**src/rtl/apb_i2c_pkg.sv**
```systemverilog
// Shared types and constants for the APB front-end of the I2C controller
// register file.
//   apb_state_t    : bridge FSM encoding (IDLE -> WAIT -> DONE -> IDLE)
//   REG_ADDR_W     : register file address width
//   REG_DATA_W     : register file data width
//   STATUS_REG_IDX : index of the read-only I2C status register
//   CNT_W          : width of the wait-state down-counter
package apb_i2c_pkg;

  typedef enum logic [1:0] {
    ST_IDLE = 2'd0,
    ST_WAIT = 2'd1,
    ST_DONE = 2'd2
  } apb_state_t;

  localparam int REG_ADDR_W      = 3;
  localparam int REG_DATA_W      = 8;
  localparam int STATUS_REG_IDX  = 7;
  localparam int CNT_W           = 4;
  localparam int MAX_WAIT_STATES = (1 << CNT_W) - 1;

endpackage

```
**src/rtl/apb_reg_bridge.sv**
```systemverilog
// APB3 slave front-end for the 8 x 8-bit I2C controller register file.
// Converts APB transfers into regfile write strobes and a read-port address,
// inserts WAIT_STATES extra access cycles, and reports bad accesses
// (out-of-range address, write to a read-only register) with pslverr.
//
// state   | meaning
// --------+--------------------------------------------------------------
// IDLE    | no transfer; a setup phase latches address/direction/data
// WAIT    | access phase, counting down wait states; pready low
// DONE    | single response cycle; pready high, write strobe if legal
//
// Ports:
//   clk, rst_n                    clock, async active-low reset
//   psel, penable, pwrite         APB control
//   paddr [ADDR_W], pwdata [8]    APB address / write data
//   pready, prdata, pslverr       registered APB response
//   reg_write_addr/data/en        regfile write port (strobe in DONE only)
//   reg_read_addr, reg_read_data  regfile read port (combinational data)
module apb_reg_bridge
  import apb_i2c_pkg::*;
#(
  parameter int                          NUM_REGS    = 8,
  parameter int                          ADDR_W      = 8,
  parameter int                          WAIT_STATES = 0,
  parameter logic [(1<<REG_ADDR_W)-1:0]  RO_MASK     = 8'(1 << STATUS_REG_IDX)
) (
  input  logic                  clk,
  input  logic                  rst_n,
  input  logic                  psel,
  input  logic                  penable,
  input  logic                  pwrite,
  input  logic [ADDR_W-1:0]     paddr,
  input  logic [REG_DATA_W-1:0] pwdata,
  output logic                  pready,
  output logic [REG_DATA_W-1:0] prdata,
  output logic                  pslverr,
  output logic [REG_ADDR_W-1:0] reg_write_addr,
  output logic [REG_DATA_W-1:0] reg_write_data,
  output logic                  reg_write_en,
  output logic [REG_ADDR_W-1:0] reg_read_addr,
  input  logic [REG_DATA_W-1:0] reg_read_data
);

  if (WAIT_STATES < 0 || WAIT_STATES > MAX_WAIT_STATES) begin : g_bad_wait_states
    $error("apb_reg_bridge: WAIT_STATES must be in 0..15");
  end
  if (NUM_REGS < 1 || NUM_REGS > (1 << REG_ADDR_W)) begin : g_bad_num_regs
    $error("apb_reg_bridge: NUM_REGS must be in 1..8");
  end
  if (ADDR_W < REG_ADDR_W) begin : g_bad_addr_w
    $error("apb_reg_bridge: ADDR_W must be at least 3");
  end

  // One extra bit so NUM_REGS is representable even when it equals 2**ADDR_W.
  localparam logic [ADDR_W:0] NUM_REGS_EXT = (ADDR_W+1)'(NUM_REGS);

  apb_state_t              state_q, state_d;
  logic [CNT_W-1:0]        cnt_q, cnt_d;
  logic [ADDR_W-1:0]       addr_q, addr_d;
  logic                    write_q, write_d;
  logic [REG_DATA_W-1:0]   wdata_q, wdata_d;
  logic                    pready_q, pready_d;
  logic [REG_DATA_W-1:0]   prdata_q, prdata_d;
  logic                    pslverr_q, pslverr_d;
  logic                    wen_q, wen_d;

  logic                    in_range;
  logic                    acc_err;

  // Full latched address takes part in the range check; only the low bits
  // select a register.
  assign in_range = ({1'b0, addr_q} < NUM_REGS_EXT);
  assign acc_err  = !in_range || (write_q && RO_MASK[addr_q[REG_ADDR_W-1:0]]);

  always_comb begin
    state_d   = state_q;
    cnt_d     = cnt_q;
    addr_d    = addr_q;
    write_d   = write_q;
    wdata_d   = wdata_q;
    pready_d  = 1'b0;
    pslverr_d = 1'b0;
    wen_d     = 1'b0;
    prdata_d  = prdata_q;

    case (state_q)
      ST_IDLE: begin
        if (psel && !penable) begin
          addr_d  = paddr;
          write_d = pwrite;
          wdata_d = pwdata;
          cnt_d   = CNT_W'(WAIT_STATES);
          state_d = ST_WAIT;
        end
      end
      ST_WAIT: begin
        // A master that drops the transfer mid-access gets no response.
        if (!psel || !penable) begin
          state_d = ST_IDLE;
        end else if (cnt_q != '0) begin
          cnt_d = cnt_q - 1'b1;
        end else begin
          state_d   = ST_DONE;
          pready_d  = 1'b1;
          pslverr_d = acc_err;
          wen_d     = write_q && !acc_err;
          prdata_d  = (!write_q && !acc_err) ? reg_read_data : '0;
        end
      end
      ST_DONE: begin
        state_d = ST_IDLE;
      end
      default: begin
        state_d = ST_IDLE;
      end
    endcase
  end

  always_ff @(posedge clk or negedge rst_n) begin
    if (!rst_n) begin
      state_q   <= ST_IDLE;
      cnt_q     <= '0;
      addr_q    <= '0;
      write_q   <= 1'b0;
      wdata_q   <= '0;
      pready_q  <= 1'b0;
      prdata_q  <= '0;
      pslverr_q <= 1'b0;
      wen_q     <= 1'b0;
    end else begin
      state_q   <= state_d;
      cnt_q     <= cnt_d;
      addr_q    <= addr_d;
      write_q   <= write_d;
      wdata_q   <= wdata_d;
      pready_q  <= pready_d;
      prdata_q  <= prdata_d;
      pslverr_q <= pslverr_d;
      wen_q     <= wen_d;
    end
  end

  assign pready         = pready_q;
  assign prdata         = prdata_q;
  assign pslverr        = pslverr_q;
  assign reg_write_en   = wen_q;
  assign reg_write_addr = addr_q[REG_ADDR_W-1:0];
  assign reg_write_data = wdata_q;
  assign reg_read_addr  = addr_q[REG_ADDR_W-1:0];

endmodule
```
**config.mk**
```make
export PLATFORM = sky130hd
export DESIGN_NAME = apb_reg_bridge
export DESIGN_NICKNAME = d
export VERILOG_FILES = /design/src/rtl/apb_i2c_pkg.sv /design/src/rtl/apb_reg_bridge.sv
export SDC_FILE = /design/constraint.sdc
export NUM_CORES = 1
export LEC_CHECK = 0
export CAP_MARGIN = 15
export CORE_MARGIN = 2
export CORE_UTILIZATION = 44
export DETAILED_ROUTE_END_ITERATION = 10
export PLACE_DENSITY = 0.89
export SKIP_CTS_REPAIR_TIMING = 1
export SYNTH_ARGS = -nofsm -noshare
export SYNTH_HDL_FRONTEND = slang
export SYNTH_SLANG_ARGS = --single-unit
```
**constraint.sdc**
```tcl
create_clock -name clk -period 1.7 [get_ports clk]
set_clock_uncertainty 0.2 [all_clocks]
set_input_delay 0.255 -clock clk [delete_from_list [all_inputs] [get_ports clk]]
set_output_delay 0.255 -clock clk [all_outputs]
set_load 0.01 [all_outputs]
```
==> qor.yml <==
status:
  status: "finished, final reports clean"
power:
  internal_power_mw: 1.353
  p_clk_share_pct: 24.8
  p_leak_nw: 1.435
  power.density_nw_per_um2: 796.8
  switchingPower_mw: 0.4829
  combPwrFrac_pct: 23.7
  switching_share_pct: 26.31
  vdd_drop_max_mv: 0.4866
  p_seq_share_pct: 51.6
clock_network:
  numCtsBuffers: 5
  clk-insertion-delay-late_ns: 0.33
  clk_path_buf_depth: 2
  cts.sinks: 34
  clk_pin_slew_worst_paths_ns: 0.10
  cts_tree: "yes"
  cts-root-buf: "clkbuf_4"
  h-tree-depth: 2
sta:
  slew_headroom_pct: 82.40
  min_period_ns: 1.673
  setup-violations-final: 0
  min_period_over_period_pct: 98.42
  max_slew.worst_pin.slew_ns: 0.2637
  fmax_ghz: 0.5977
  rsz0062_at_grt: "yes"
  hold_viol: 0
  fin_tns_setup_ns: 0
  drv_slew: 0
critical_path:
  critPathMaxStageDelay_ns: 0.43
  critPathRequiredTime_ns: 1.72
  crit_slowest_cell: "dfrtp_1"
  worstSetupPathType: "flop to flop"
  cp-end-kind: "flop"
  critPathLaunchType: "flop"
  critPathMaxFanout: 5
  path_cells: "inv_2 > ha_1 > nor3b_4 > nand2_1 > a22o_1"
  arrival_ns: 1.69
floorplanning:
  row_count: 21
  dieArea_um2: 3832
  die_w_um: 61.90
  die_height_um: 61.90
  io_pins: 54
  coreArea_um2: 3284
  start_util_pct: 44.91
finish:
  fillers: 257
  utilization_pct: 70.13
  nets: 239
  layout_common_cells: "nand2_1, dfrtp_1, clkdlybuf4s50_1, dlymetal6s2s_1, buf_4"
  n_antenna_cell: 0
  drive_gt1_share_pct: 15.79
  layout_commonest_cell: "nand2_1"
  area_growth_pct: 56.15
yosys:
  syn_nets: 173
  muxShareOfSynthArea_pct: 0.6785
  synth_cell_types: 27
  yosysWarnings: 0
  ys_seq_area_share_pct: 57.68
  synth_xor_xnor_area_share_pct: 0
  synth_area_um2: 1475
  synth-simple-area-share_pct: 25.28
  yosys_register_bits: 34
  synth_top_family_by_area: "simple AND/OR/NAND/NOR gates"
  synthCells: 142
  synthAdderAreaFrac_pct: 1.696
  synth_compound_area_share_pct: 7.973
  avgSynthCellArea_um2: 10.39
route:
  viasPerCell: 4.816
  wire_per_inst_um: 13.09
  vias: 1228
  drt-total-wl_mm: 3.338
  drc: 0
  final_antenna_net_count: 0
  drt_iter0_drc: 40
  drt-pass1-iter-count: 5
global_route:
  gr-total-overflow: 0
  grt_first_pass_wirelength_mm: 4.698
  grt_pass1_vias: 1102
  grt_usage_pct: 16.92
  antenna_found_initial: 0
  grt_max_degree: 35
min_path:
  min_path_type: "input pin to asynchronous set/reset pin"
placement:
  port_buffers: 53
  gp_congestion: 0.7993
  place_hpwl_mm: 2.255
job:
  maxCapViolCount: 0
==> per-stage QoR <==
stage	hold WS [ns]	std cells	power, mW	setup WS, ns	cell area, um^2
CTS	0.08478	248	1.849	-0.1030	2176
finish	0.08384	255	1.835	0.02693	2303
floorplan	-0.2406	142	1.142	0.08359	1475
global placement	0.2557	240	1.388	-0.2031	2116
detailed placement	0.2620	240	1.399	-0.2412	2116
global route	0.08577	255	1.931	-0.02913	2303
==> sequential cells by signal, summed over array words and instances, names as in the netlist <==
name,count
reg_write_en,1
pslverr,1
addr_q,8
reg_write_data,8
write_q,1
state_q,2
prdata,8
cnt_q,4
pready,1
==> synth_stat cells <==
| master | count | share of area (%) |
|---|---|---|
| o31ai_1 | 2 | 1.0 |
| nor2_1 | 1 | 0.25 |
| buf_6 | 1 | 0.76 |
| a22o_1 | 8 | 4.7 |
| o21ai_1 | 1 | 0.34 |
| nor4b_4 | 1 | 1.6 |
| and3_1 | 9 | 3.8 |
| or4_4 | 1 | 0.76 |
| nand4b_1 | 1 | 0.59 |
| dfrtp_1 | 34 | 58 |
| nor3_4 | 1 | 1.1 |
| ha_1 | 2 | 1.7 |
| o21ai_0 | 1 | 0.34 |
| or3_1 | 1 | 0.42 |
| and4b_1 | 1 | 0.68 |
| or4b_4 | 1 | 0.93 |
| buf_2 | 4 | 1.4 |
| clkbuf_1 | 1 | 0.25 |
| buf_4 | 6 | 3.1 |
| nand2_1 | 52 | 13 |
| nor3_1 | 1 | 0.34 |
| and4_1 | 1 | 0.59 |
| nor3b_1 | 1 | 0.51 |
| o211ai_1 | 3 | 1.5 |
| inv_1 | 5 | 1.3 |
| nand2b_1 | 1 | 0.42 |
| mux2i_1 | 1 | 0.68 |
==> layer usage <==
metal  up-vias  global-route usage (%)  wire length, um
met5         -                       0                0
li1        605                       -                -
met4         0                   6.383               42
met2        34                   29.32             1661
met1       584                   20.14             1466
met3         5                   4.555              167
==> cells by family after synthesis <==
family | Yosys count
and+or+nand+nor | 73
DFF | 34
buffers and inverters | 17
AOI/OAI and AO/OA | 15
adders and majority gates | 2
muxes | 1
==> area by class of cell <==
class / count / area (um^2) / share of cell area [%]
Tap cell: 46 / 57.56 / 2.499
Multi-Input combinational cell: 92 / 555.5 / 24.12
Inverter: 5 / 18.77 / 0.8148
Timing Repair Buffer: 70 / 760.7 / 33.03
Clock buffer: 7 / 55.05 / 2.390
Sequential cell: 34 / 850.8 / 36.94
Clock inverter: 1 / 5.005 / 0.2173
==> critical path, delay by kind of cell (launching register included) <==
kind,cells,cell delay [ns]
simple gates,2,0.45
flops,1,0.43
compound gates,1,0.27
fa+ha+maj,1,0.14
buf+inv,1,0.08
==> power by group through the flow <==
stage                     clock network, mW  logic, mW  registers [mW]
after floorplan                           0      0.160           0.981
after global placement                    0      0.423           0.964
after detailed placement                  0      0.434           0.965
final                                 0.455      0.435           0.946
after CTS                             0.465      0.434           0.950
after global routing                  0.502      0.474           0.955
==> path summary, 6_finish.rpt <==
kind | start | end | slack, ns | cells past startpoint
max | cnt_q[0] | prdata[0] | 0.03 | 5
max reg2reg | cnt_q[0] | prdata[0] | 0.03 | 5
max in group asynchronous | rst_n | prdata[1] | 1.04 | 2
min | rst_n | reg_write_data[0] | 0.08 | 2
min reg2reg | reg_write_data[5] | reg_write_data[5] | 0.28 | 2
min in group clk | pwdata[4] | reg_write_data[4] | 0.24 | 3
Power figures use the tool's default switching activity.
